[config.mk]
export PLATFORM = sky130hd
export DESIGN_NAME = unified_mem_arbiter
export DESIGN_NICKNAME = d
export VERILOG_FILES = /design/src/rtl/unified_mem_arbiter_pkg.sv /design/src/rtl/unified_mem_arbiter_streak.sv /design/src/rtl/unified_mem_arbiter.sv
export SDC_FILE = /design/constraint.sdc
export NUM_CORES = 1
export LEC_CHECK = 0
export ABC_AREA = 0
export BUFFER_PORTS_ARGS = -buffer_cell sky130_fd_sc_hd__buf_4
export CAP_MARGIN = 20
export CORE_AREA = 5 5 126 128
export CTS_CLUSTER_DIAMETER = 80
export DETAILED_ROUTE_END_ITERATION = 10
export DIE_AREA = 0 0 131 133
export PLACE_DENSITY = 0.74
export SLEW_MARGIN = 25
export SYNTH_ARGS = -nofsm -noshare
export SYNTH_HDL_FRONTEND = slang
export SYNTH_SLANG_ARGS = --single-unit
[constraint.sdc]
create_clock -name clock -period 4.38 [get_ports clock]
set_input_delay 0.438 -clock clock [delete_from_list [all_inputs] [get_ports clock]]
set_output_delay 0.438 -clock clock [all_outputs]
set_load 0.1 [all_outputs]
[src/rtl/unified_mem_arbiter_pkg.sv]
// unified_mem_arbiter_pkg: shared encodings for the unified memory arbiter.
package unified_mem_arbiter_pkg;

    typedef enum logic [1:0] {
        ST_IDLE  = 2'd0,
        ST_ISSUE = 2'd1,
        ST_WAIT  = 2'd2
    } arb_state_e;

    typedef enum logic [1:0] {
        OWN_NONE  = 2'd0,
        OWN_FETCH = 2'd1,
        OWN_DATA  = 2'd2
    } arb_owner_e;

    // Access sizes use the RISC-V load/store funct3 encoding.
    localparam logic [2:0] SIZE_B  = 3'b000;
    localparam logic [2:0] SIZE_H  = 3'b001;
    localparam logic [2:0] SIZE_W  = 3'b010;
    localparam logic [2:0] SIZE_BU = 3'b100;
    localparam logic [2:0] SIZE_HU = 3'b101;

endpackage

[src/rtl/unified_mem_arbiter_streak.sv]
// arb_streak_ctr: counts consecutive data grants while a fetch waits and
// raises fetch priority once the streak reaches STREAK_MAX.
module arb_streak_ctr #(
    parameter int STREAK_MAX = 4
) (
    input  logic clock,
    input  logic reset,
    input  logic if_pending,
    input  logic data_grant,
    input  logic fetch_grant,
    output logic fetch_pri
);

    logic [3:0] streak_q, streak_d;

    assign fetch_pri = streak_q == 4'(STREAK_MAX);

    always_comb begin
        streak_d = (!if_pending || fetch_grant) ? 4'd0 :
                   (data_grant && !fetch_pri)   ? streak_q + 4'd1 : streak_q;
    end

    always_ff @(posedge clock or posedge reset) begin
        if (reset) streak_q <= 4'd0;
        else       streak_q <= streak_d;
    end

endmodule

[src/rtl/unified_mem_arbiter.sv]
// unified_mem_arbiter: single-outstanding arbiter sharing one memory port between
// instruction fetch and load/store, data first with a bounded streak.
module unified_mem_arbiter
    import unified_mem_arbiter_pkg::*;
#(
    parameter int ADDR_W     = 32,
    parameter int DATA_W     = 32,
    parameter int STREAK_MAX = 4
) (
    input  logic              clock,
    input  logic              reset,
    input  logic              if_req,
    input  logic [ADDR_W-1:0] if_addr,
    input  logic              if_kill,
    output logic              if_done,
    output logic [DATA_W-1:0] if_rdata,
    output logic              if_stall,
    input  logic              dm_req,
    input  logic              dm_we,
    input  logic [ADDR_W-1:0] dm_addr,
    input  logic [2:0]        dm_size,
    input  logic [DATA_W-1:0] dm_wdata,
    output logic              dm_done,
    output logic [DATA_W-1:0] dm_rdata,
    output logic              dm_stall,
    output logic              mem_valid,
    output logic              mem_we,
    output logic [ADDR_W-1:0] mem_addr,
    output logic [2:0]        mem_size,
    output logic [DATA_W-1:0] mem_wdata,
    input  logic              mem_accept,
    input  logic              mem_rvalid,
    input  logic [DATA_W-1:0] mem_rdata
);

    arb_state_e        state_q, state_d;
    arb_owner_e        owner_q, owner_d;
    logic              kill_q, kill_d;
    logic              if_done_q, if_done_d;
    logic              dm_done_q, dm_done_d;
    logic              mem_we_q, mem_we_d;
    logic [ADDR_W-1:0] mem_addr_q, mem_addr_d;
    logic [2:0]        mem_size_q, mem_size_d;
    logic [DATA_W-1:0] mem_wdata_q, mem_wdata_d;
    logic [DATA_W-1:0] if_rdata_q, if_rdata_d;
    logic [DATA_W-1:0] dm_rdata_q, dm_rdata_d;
    logic              if_elig, dm_elig, idle, rsp;
    logic              grant_dm, grant_if, fetch_pri;

    // A requester whose done is visible is still holding the request it just finished.
    assign if_elig  = if_req & ~if_kill & ~if_done_q;
    assign dm_elig  = dm_req & ~dm_done_q;
    assign idle     = state_q == ST_IDLE;
    assign grant_dm = idle & dm_elig & ~(if_elig & fetch_pri);
    assign grant_if = idle & if_elig & ~grant_dm;
    assign rsp      = (state_q == ST_WAIT) & mem_rvalid;

    arb_streak_ctr #(
        .STREAK_MAX (STREAK_MAX)
    ) u_streak (
        .clock       (clock),
        .reset       (reset),
        .if_pending  (if_req),
        .data_grant  (grant_dm),
        .fetch_grant (grant_if),
        .fetch_pri   (fetch_pri)
    );

    always_comb begin
        state_d     = state_q;
        owner_d     = owner_q;
        mem_we_d    = mem_we_q;
        mem_addr_d  = mem_addr_q;
        mem_size_d  = mem_size_q;
        mem_wdata_d = mem_wdata_q;
        if_done_d   = 1'b0;
        dm_done_d   = 1'b0;
        if_rdata_d  = if_rdata_q;
        dm_rdata_d  = dm_rdata_q;
        kill_d      = (idle | rsp) ? 1'b0 : kill_q | ((owner_q == OWN_FETCH) & if_kill);
        case (state_q)
            ST_IDLE: if (grant_dm | grant_if) begin
                state_d     = ST_ISSUE;
                owner_d     = grant_dm ? OWN_DATA : OWN_FETCH;
                mem_we_d    = grant_dm & dm_we;
                mem_addr_d  = grant_dm ? dm_addr : if_addr;
                mem_size_d  = grant_dm ? dm_size : SIZE_W;
                mem_wdata_d = grant_dm ? dm_wdata : '0;
            end
            ST_ISSUE: state_d = mem_accept ? ST_WAIT : ST_ISSUE;
            ST_WAIT: if (mem_rvalid) begin
                state_d    = ST_IDLE;
                owner_d    = OWN_NONE;
                dm_done_d  = owner_q == OWN_DATA;
                // A redirect seen on or before the response cycle makes it stale.
                if_done_d  = (owner_q == OWN_FETCH) & ~kill_q & ~if_kill;
                dm_rdata_d = dm_done_d ? mem_rdata : dm_rdata_q;
                if_rdata_d = if_done_d ? mem_rdata : if_rdata_q;
            end
            default: state_d = ST_IDLE;
        endcase
    end

    always_ff @(posedge clock or posedge reset) begin
        if (reset) begin
            state_q     <= ST_IDLE;
            owner_q     <= OWN_NONE;
            kill_q      <= 1'b0;
            if_done_q   <= 1'b0;
            dm_done_q   <= 1'b0;
            mem_we_q    <= 1'b0;
            mem_addr_q  <= '0;
            mem_size_q  <= '0;
            mem_wdata_q <= '0;
            if_rdata_q  <= '0;
            dm_rdata_q  <= '0;
        end else begin
            state_q     <= state_d;
            owner_q     <= owner_d;
            kill_q      <= kill_d;
            if_done_q   <= if_done_d;
            dm_done_q   <= dm_done_d;
            mem_we_q    <= mem_we_d;
            mem_addr_q  <= mem_addr_d;
            mem_size_q  <= mem_size_d;
            mem_wdata_q <= mem_wdata_d;
            if_rdata_q  <= if_rdata_d;
            dm_rdata_q  <= dm_rdata_d;
        end
    end

    assign mem_valid = state_q == ST_ISSUE;
    assign mem_we    = mem_we_q;
    assign mem_addr  = mem_addr_q;
    assign mem_size  = mem_size_q;
    assign mem_wdata = mem_wdata_q;
    assign if_done   = if_done_q;
    assign if_rdata  = if_rdata_q;
    assign dm_done   = dm_done_q;
    assign dm_rdata  = dm_rdata_q;
    // Stalls are forced low during reset so every output reads 0 immediately.
    assign if_stall  = if_req & ~if_done_q & ~reset;
    assign dm_stall  = dm_req & ~dm_done_q & ~reset;

endmodule

==> flow_summary_export.csv <==
group,metric,value,unit
outcome,outcome,"finished clean",
route,postRouteAntennaNets,0,
worst_setup_path,r2r_slack,1800,ps
route,wl_per_cell,16.6,um
route,wl,16.7,mm
cells_and_area,drive_gt1_share,47.5,%
synthesis,syn_nets,676,
synthesis,synth_edf_count,0,
floorplan,die_y,133,um
clocking,cts_root_buf,"clkbuf_16",
placed_design,post-place-ws,1860,ps
clocking,cts.hold.buffers_added,0,
cells_and_area,syn_to_final_growth,44.8,%
worst_setup_path,critPathRequiredTime,4640,ps
clocking,clk_pin_slew,60,ps
clocking,cts_num_sinks,143,
clocking,cts_repair_resize_count,0,
clocking,cts_tree,"done",
synthesis,ys_warn_count,0,
clocking,clockBufferDepth,2,
run,cap_violations,0,
placed_design,gp_congestion,0.872,
worst_setup_path,path_class,"register to register",
synthesis,synth_seq_cells,143,
route,drt_iter0_markers,319,
floorplan,std_cell_rows,45,
sta,holdWs,152,ps
placed_design,dp_hpwl,12.0,mm
clocking,cts_setup_buffers,0,
synthesis,synth_area_leaders,"dfrtp_1 59%, mux2_2 11%, inv_1 6.3%",
clocking,clk_latency,410,ps
clocking,cts_buffers,17,
sta,period_needed,2580,ps
sta,finalSetupViolations,0,
synthesis,yosys.area.top_type,"dfrtp_1",
cells_and_area,fin_cells,1003,
min_path,min_path_type,"input pin to async pin",
sta,slew_headroom,45.5,%
global_route,grt_max_degree,66,
floorplan,coreArea,14800,sq um
synthesis,synth_largest_type_area_fraction,58.7,%
synthesis,async_reset_ff_share,100,%
route,vias,4961,
global_route,grt_pass1_vias,4940,
sta,final-max-slew-violation-count,0,
global_route,grt_pass1_wl,26.0,mm
floorplan,io_pins,276,
global_route,track_usage,19.0,%
sta,finClkSkew,7.06,ps
worst_setup_path,start_kind,"register",
sta,grt_setup_unrepaired,"no",
clocking,htreeDepth,4,
global_route,antenna_found_initial,1,
sta,max_freq,388,MHz
floorplan,die_w,131,um
sta,final_hold_viol_count,0,
global_route,grt_overflow,0,
sta,finalCritPeriodShare,58.9,%
synthesis,synthDistinctLibCells,42,
route,drc,0,
placed_design,io_buffers,275,
worst_setup_path,crit_path_end_kind,"register",
route,via_per_inst,4.95,
sta,worst_slack,1800,ps
synthesis,seq_area_frac_synth,58.7,%
cells_and_area,diodes,0,
floorplan,die-area,17400,sq um
route,dr.pass1.iters,6,
cells_and_area,final_nets,944,
synthesis,post_synth_instance_area,6100,sq um
placed_design,dp.cells,972,
cells_and_area,nFillCells,1226,
floorplan,initial_core_util,41.3,%
sta,setup-tns-final,0,ps
synthesis,avgSynthCellArea,11.4,sq um
sta,tightest_slew,817,ps
worst_setup_path,worstPathMaxFanout,42,
synthesis,synth-main-ff-cell,"dfrtp_1",
synthesis,synth_cells,535,
worst_setup_path,critPathArrivalTime,2840,ps
## cells in the mapped netlist, types with 4 or more instances
cell and instances:
dfrtp_1 143, inv_1 102, nand2_1 78, mux2_2 58, o22ai_1 40, a222oi_1 32, buf_2 13, clkbuf_1 11
buf_6 6, mux2_4 6, buf_4 4
## worst paths after layout
check	startpoint	depth (start not counted)	to
setup / recovery	state_q[0]	4	mem_addr[11]
hold / removal	reset	2	mem_addr[14]
setup reg to reg	state_q[0]	4	mem_addr[11]
hold reg to reg	owner_q[1]	1	owner_q[1]
max in group asynchronous	reset	3	dm_rdata[18]
min in group clock	mem_rdata[21]	2	if_rdata[21]
## kinds of logic (layout without fill, tap and decap cells)
| logic type | count (synthesis) | after routing | synth area share (%) |
|---|---|---|---|
| flops | 143 | 143 | 58.7 |
| buf+inv | 137 | 417 | 9.69 |
| simple gates | 103 | 103 | 7.74 |
| compound gates | 86 | 86 | 11.3 |
| mux | 64 | 64 | 12.2 |
| fa+ha+maj | 2 | 2 | 0.410 |
## worst max-delay path: stages (launching register included)
cell and delay (ps):
dfrtp_1 460, or4b_4 800, a21oi_2 680, buf_4 360, a222oi_1 110
## through the flow
stage / cell area [sq um] / util (%)
after floorplan: 6100 / -
after global placement: 8280 / 56.1
after detailed placement: 8280 / 56.1
after CTS: 8830 / 59.9
after global routing: 8830 / 59.9
final: 8830 / 59.9
## flip-flops by register name (all words and copies together) (netlist names)
register,count
owner_q,2
dm_done,1
mem_wdata,32
if_rdata,32
kill_q,1
dm_rdata,32
mem_size,3
u_streak.streak_q,4
state_q,2
mem_addr,32
if_done,1
mem_we,1
## layout make-up
cell class,instances,area (sq um),share of cell area (%)
multi-input cells,255,1950,22.1
flip-flops and latches,143,3580,40.5
inverters,102,387,4.38
clock buffers,21,460,5.21
well taps,188,235,2.66
repair buffers,284,2130,24.1
clock inverters,10,90.1,1.02
## layout by cell type (no fill, tap or decap), types with 6 or more instances in the layout
master	n
dfrtp_1	143
clkbuf_16	17
inv_1	101
o22ai_1	40
mux2_4	6
a222oi_1	32
mux2_2	58
nand2_1	78
buf_4	284
## layer usage
| layer | up-vias | part of all wire, % | wire length [um] | track usage, % |
|---|---|---|---|---|
| met4 | 2 | 2.0 | 335 | 7.54 |
| met5 | - | 0.078 | 13 | 0 |
| met3 | 27 | 9.1 | 1520 | 6.62 |
| met1 | 2408 | 38 | 6350 | 23.0 |
| li1 | 2350 | - | - | - |
| met2 | 174 | 51 | 8470 | 31.0 |
Power is left out: the tool's default activity adds up to more than one toggle a clock period on the data nets, which glitch-free logic cannot reach.
